===== src/rtl/uart_arb_pkg.sv =====
// Shared types and constants for the two-requester UART register-bus arbiter.
package uart_arb_pkg;

  localparam int unsigned ADDR_W         = 11;
  localparam int unsigned DATA_W         = 32;
  localparam int unsigned BE_W           = 4;
  localparam int unsigned CNT_W          = 8;
  localparam int unsigned TO_CYC_DEFAULT = 255;

  localparam logic [DATA_W-1:0] TO_RDATA = 32'hDEAD_0BAD;

  typedef enum logic {
    IDLE = 1'b0,
    BUSY = 1'b1
  } arb_state_e;

  // Downstream request payload (everything but cs).
  typedef struct packed {
    logic              wr;
    logic [ADDR_W-1:0] addr;
    logic [DATA_W-1:0] wdata;
    logic [BE_W-1:0]   be;
  } reg_req_t;

endpackage


===== src/rtl/uart_arb_rr.sv =====
// Two-way round-robin picker: a lone requester always wins, a tie goes to the
// requester that was not granted last (last = index of previous winner).
module uart_arb_rr (
  input  logic [1:0] req,
  input  logic       last,
  output logic [1:0] gnt
);

  always_comb begin
    gnt = 2'b00;
    case (req)
      2'b01:   gnt = 2'b01;
      2'b10:   gnt = 2'b10;
      2'b11:   gnt = last ? 2'b01 : 2'b10;
      default: gnt = 2'b00;
    endcase
  end

endmodule


===== src/rtl/uart_reg_arb.sv =====
// Arbitrates two requesters onto one UART register bus; responses pass through
// combinationally to the granted side. Optional busy timeout: UART_ARB_TIMEOUT_EN.
module uart_reg_arb
  import uart_arb_pkg::*;
#(
  parameter int unsigned TO_CYC = TO_CYC_DEFAULT
) (
  input  logic              app_clk,
  input  logic              reset_ssn,
  input  logic              req0_cs,
  input  logic              req0_wr,
  input  logic [ADDR_W-1:0] req0_addr,
  input  logic [DATA_W-1:0] req0_wdata,
  input  logic [BE_W-1:0]   req0_be,
  output logic [DATA_W-1:0] req0_rdata,
  output logic              req0_ack,
  output logic              req0_err,
  input  logic              req1_cs,
  input  logic              req1_wr,
  input  logic [ADDR_W-1:0] req1_addr,
  input  logic [DATA_W-1:0] req1_wdata,
  input  logic [BE_W-1:0]   req1_be,
  output logic [DATA_W-1:0] req1_rdata,
  output logic              req1_ack,
  output logic              req1_err,
  output logic              reg_cs,
  output logic              reg_wr,
  output logic [ADDR_W-1:0] reg_addr,
  output logic [DATA_W-1:0] reg_wdata,
  output logic [BE_W-1:0]   reg_be,
  input  logic [DATA_W-1:0] reg_rdata,
  input  logic              reg_ack,
  input  logic              reg_err,
  output logic [1:0]        arb_gnt,
  output logic              arb_busy
);

  if (TO_CYC < 1 || TO_CYC > (2**CNT_W) - 1) begin : g_to_cyc_range
    $error("TO_CYC must fit the 8-bit timeout counter");
  end

  arb_state_e        state_q, state_d;
  logic [1:0]        gnt_q, gnt_d, rr_gnt;
  logic              last_q, last_d;
  reg_req_t          req0_p, req1_p, sel_p;
  logic              busy, gcs, ack_ok, to_hit, resp, err_v;
  logic [DATA_W-1:0] rdata_v;
`ifdef UART_ARB_TIMEOUT_EN
  logic [CNT_W-1:0]  cnt_q, cnt_d;
`endif

  assign req0_p   = '{wr: req0_wr, addr: req0_addr, wdata: req0_wdata, be: req0_be};
  assign req1_p   = '{wr: req1_wr, addr: req1_addr, wdata: req1_wdata, be: req1_be};
  assign arb_gnt  = gnt_q;
  assign arb_busy = busy;

  uart_arb_rr u_rr (
    .req  ({req1_cs, req0_cs}),
    .last (last_q),
    .gnt  (rr_gnt)
  );

  // Bus mirroring, response routing and next-state.
  always_comb begin
    state_d = state_q;
    gnt_d   = gnt_q;
    last_d  = last_q;
`ifdef UART_ARB_TIMEOUT_EN
    cnt_d   = cnt_q;
`endif
    busy    = (state_q == BUSY);
    sel_p   = gnt_q[1] ? req1_p : req0_p;
    gcs     = gnt_q[1] ? req1_cs : req0_cs;
    ack_ok  = busy & gcs & reg_ack;
    to_hit  = 1'b0;
`ifdef UART_ARB_TIMEOUT_EN
    to_hit  = busy & gcs & ~reg_ack & (cnt_q == CNT_W'(TO_CYC));
`endif
    resp    = ack_ok | to_hit;
    err_v   = ack_ok ? reg_err : to_hit;
    rdata_v = ack_ok ? reg_rdata : (to_hit ? TO_RDATA : '0);

    reg_cs  = busy & gcs & ~to_hit;
    {reg_wr, reg_addr, reg_wdata, reg_be} = busy ? sel_p : '0;

    req0_ack   = resp & gnt_q[0];
    req1_ack   = resp & gnt_q[1];
    req0_err   = err_v & gnt_q[0];
    req1_err   = err_v & gnt_q[1];
    req0_rdata = gnt_q[0] ? rdata_v : '0;
    req1_rdata = gnt_q[1] ? rdata_v : '0;

    case (state_q)
      IDLE: begin
        if (req0_cs | req1_cs) begin
          state_d = BUSY;
          gnt_d   = rr_gnt;
          last_d  = rr_gnt[1];
`ifdef UART_ARB_TIMEOUT_EN
          cnt_d   = '0;
`endif
        end
      end
      BUSY: begin
        // Abort (cs dropped), normal ack and timeout all release the bus.
        if (!gcs || resp) begin
          state_d = IDLE;
          gnt_d   = 2'b00;
        end
`ifdef UART_ARB_TIMEOUT_EN
        else begin
          cnt_d = cnt_q + CNT_W'(1);
        end
`endif
      end
      default: begin
        state_d = IDLE;
        gnt_d   = 2'b00;
      end
    endcase
  end

  always_ff @(posedge app_clk or negedge reset_ssn) begin
    if (!reset_ssn) begin
      state_q <= IDLE;
      gnt_q   <= 2'b00;
      last_q  <= 1'b1;
`ifdef UART_ARB_TIMEOUT_EN
      cnt_q   <= '0;
`endif
    end else begin
      state_q <= state_d;
      gnt_q   <= gnt_d;
      last_q  <= last_d;
`ifdef UART_ARB_TIMEOUT_EN
      cnt_q   <= cnt_d;
`endif
    end
  end

endmodule


===== config.mk =====
export PLATFORM = sky130hd
export DESIGN_NAME = uart_reg_arb
export DESIGN_NICKNAME = d
export VERILOG_FILES = /design/src/rtl/uart_arb_pkg.sv /design/src/rtl/uart_arb_rr.sv /design/src/rtl/uart_reg_arb.sv
export SDC_FILE = /design/constraint.sdc
export NUM_CORES = 1
export LEC_CHECK = 0
export CAP_MARGIN = 15
export CORE_AREA = 2 2 98 100
export DETAILED_ROUTE_END_ITERATION = 7
export DIE_AREA = 0 0 100 102
export GPL_TIMING_DRIVEN = 0
export SETUP_SLACK_MARGIN = 0.4
export SLEW_MARGIN = 30
export SYNTH_ARGS = -nofsm -noshare
export SYNTH_HDL_FRONTEND = slang
export SYNTH_SLANG_ARGS = --single-unit

===== constraint.sdc =====
create_clock -name app_clk -period 2.4 [get_ports app_clk]
set_clock_uncertainty 0.1 [all_clocks]
set_input_delay 0.48 -clock app_clk [delete_from_list [all_inputs] [get_ports app_clk]]
set_output_delay 0.48 -clock app_clk [all_outputs]
set_load 0.01 [all_outputs]

==> impl_metrics.yaml, run 1 <==
outcome:
  status: "completed"
synth:
  synthCells: 204
  syn-num-nets: 338
  syn_avg_cell_area_um2: 6.77
  synthDistinctLibCells: 23
  synth_seq_cells: 4
  ys_seq_area_frac: 0.0734
  yosysWarnings: 0
  synth_area_um2: 1380
power:
  ir_drop_mv: 0.151
  leakage_uw: 0.00222
  p_per_area_nw_per_um2: 345
floorplanning:
  start_util: 0.152
  io_pins: 254
  die_area_um2: 10200
  core_area_um2: 9110
  rows: 35
  die_w_um: 100
  die_h_um: 102
clock_network:
  cts.clk_slew.worst_paths_ns: 0.04
  htree_levels: 1
  root_buffer: "clkbuf_8"
  cts.sinks: 4
  cts_tree: "built"
  worstSkewPairLatency_ns: 0.22
  cts_inserted_buffers: 3
  clock_path_buffers: 2
layout:
  synthToLayoutAreaGrowth_pct: 238
  fillCellCount: 897
  diodes: 0
  layout.nets: 634
  final_util: 0.512
  layout-drive-gt1-share: 0.481
sta:
  setup_viol: 0
  finalHoldViolations: 0
  period_share: 0.933
  timing.hold.ws_ns: 0.360
  fin_crit_ns: 2.24
  worst_pin_slew_ns: 0.211
  slew_viol_final: 0
  fmax_mhz: 446
  slew_headroom: 0.859
  grt_setup_unrepaired: "yes"
worst_setup_path:
  endpoint_kind: "primary output"
  worstPathArrival_ns: 1.66
  crit_path_start_kind: "flop"
  critPathKind: "reg2out"
  required_ns: 1.82
  crit_fanout: 6
routing:
  vias: 2556
  route.antenna.remaining_nets: 0
  wl_per_cell_um: 14.9
  routed_via_density: 4.19
  dr.first_iter.drc_count: 38
  finalWirelength_um: 9120
  drtPass1Iterations: 4
  remaining_drc_errors: 0
global_routing:
  grtUsageTotal: 0.163
  grt_max_degree: 11
  grt_pass1_wl_um: 13200
  grt.overflow.total: 0
  antenna_found_initial: 0
  first_global_vias: 2543
run:
  cap_viol_max_count: 0
min_path:
  hold_class: "in2async"
place:
  io_buffers: 253
  post-dp-hpwl_um: 6980
  gp_congestion: 0.790
-- worst max-delay path: stages, from the launching register on --
cell	delay (ns)
dfrtp_1	0.35
buf_6	0.14
mux2i_4	0.26
nor2_4	0.07
buf_12	0.14
buf_6	0.11
buf_6	0.12
and2_4	0.13
buf_6	0.12
-- area by class of cell --
cell class	count	area, um^2	area share
well taps	111	139	0.0298
multi-input cells	181	1370	0.294
flip-flops and latches	4	103	0.0220
repair buffers	291	2780	0.596
clock buffers	4	45.0	0.00966
inverters	2	8.76	0.00188
plain buffers	17	219	0.0469
-- timing repair --
| action | in CTS | in global routing |
|---|---|---|
| pin swaps | 44 | 9 |
| cloned | 5 | 2 |
| hold buffers | 0 | 0 |
| setup buffers | 26 | 5 |
| setup endpoints to repair | 117 | 110 |
| resized for setup | 549 | 103 |
-- flip-flops by register name (all words and copies together) (netlist names) --
name and flops:
last_q 1, arb_busy 1, arb_gnt 2
-- cell usage in the layout (no fill, tap or decap), types with 2 or more instances in the layout --
| master | n |
|---|---|
| clkbuf_4 | 2 |
| clkbuf_2 | 4 |
| mux2i_1 | 45 |
| dfrtp_1 | 2 |
| a21oi_1 | 5 |
| nand2_1 | 2 |
| nor2_1 | 49 |
| and2_1 | 11 |
| nor2_4 | 2 |
| buf_2 | 54 |
| clkdlybuf4s15_2 | 3 |
| clkbuf_16 | 2 |
| buf_12 | 6 |
| buf_4 | 12 |
| mux2i_2 | 3 |
| dlygate4sd2_1 | 6 |
| and2_4 | 55 |
| buf_8 | 6 |
| clkdlybuf4s50_1 | 132 |
| clkbuf_8 | 3 |
| buf_6 | 79 |
-- Yosys cell counts (all sizes together) --
cell type,instances,area (um^2)
inv,1,3.75
o22ai,1,6.26
nor2b,1,6.26
o21ai,1,5.00
mux2i,49,494
nand3,2,10.0
o21bai,1,7.51
nor2,51,201
clkinv,1,3.75
clkbuf,7,28.8
buf,10,52.6
a21oi,5,25.0
dfstp,1,26.3
a31oi,1,6.26
nand2,2,7.51
dfrtp,3,75.1
and2,66,413
a31o,1,8.76
-- metal layers --
| layer | GRT usage | share of wire |
|---|---|---|
| met1 | 0.179 | 0.36 |
| met2 | 0.325 | 0.54 |
| met3 | 0.0356 | 0.089 |
| met4 | 0.0285 | 0.011 |
| met5 | 0 | 0 |
-- cell families (layout without fill, tap and decap cells) --
kind of cell           after synthesis  count (layout)  synth area share
muxes                               49              49             0.358
buffers and inverters               19             314            0.0643
AOI/OAI and AO/OA                   10              10            0.0426
and+or+nand+nor                    122             122             0.462
DFF                                  4               4            0.0734
-- final timing paths --
kind,from,endpoint,slack (ns),cells past startpoint
max,arb_gnt[1],req0_rdata[16],0.16,8
min,reset_ssn,arb_gnt[0],0.36,1
max reg2reg,arb_gnt[1],arb_busy,0.75,7
min reg2reg,last_q,last_q,0.43,1
max in group asynchronous,reset_ssn,last_q,1.60,1
min in group app_clk,reg_ack,arb_gnt[1],0.42,2
-- report_power, final --
group,switching [uW],internal [uW]
Clock,44.0,114
Combinational,536,799
Sequential,22.9,92.7
-- through the flow --
stage | TNS, ns | instance area, um^2 | setup slack [ns] | power, uW | std cells
2_1_floorplan | 0 | 1380 | 0.594 | 605 | 204
3_3_place_gp | -37.95 | 4050 | -0.688 | 1270 | 568
3_5_place_dp | -38.58 | 4050 | -0.676 | 1280 | 568
4_1_cts | 0 | 4290 | 0.170 | 1520 | 603
5_1_grt | 0 | 4660 | 0.114 | 1720 | 610
6_report | 0 | 4660 | 0.160 | 1610 | 610
(Power assumes the default switching activity.)
==> run 2: changes to the inputs <==
- GPL_ROUTABILITY_DRIVEN: default -> 0
- HOLD_SLACK_MARGIN: default -> 0.05
==> results of run 2 <==
Same layout as run 1: the final DEF is identical, and so are final timing and power.
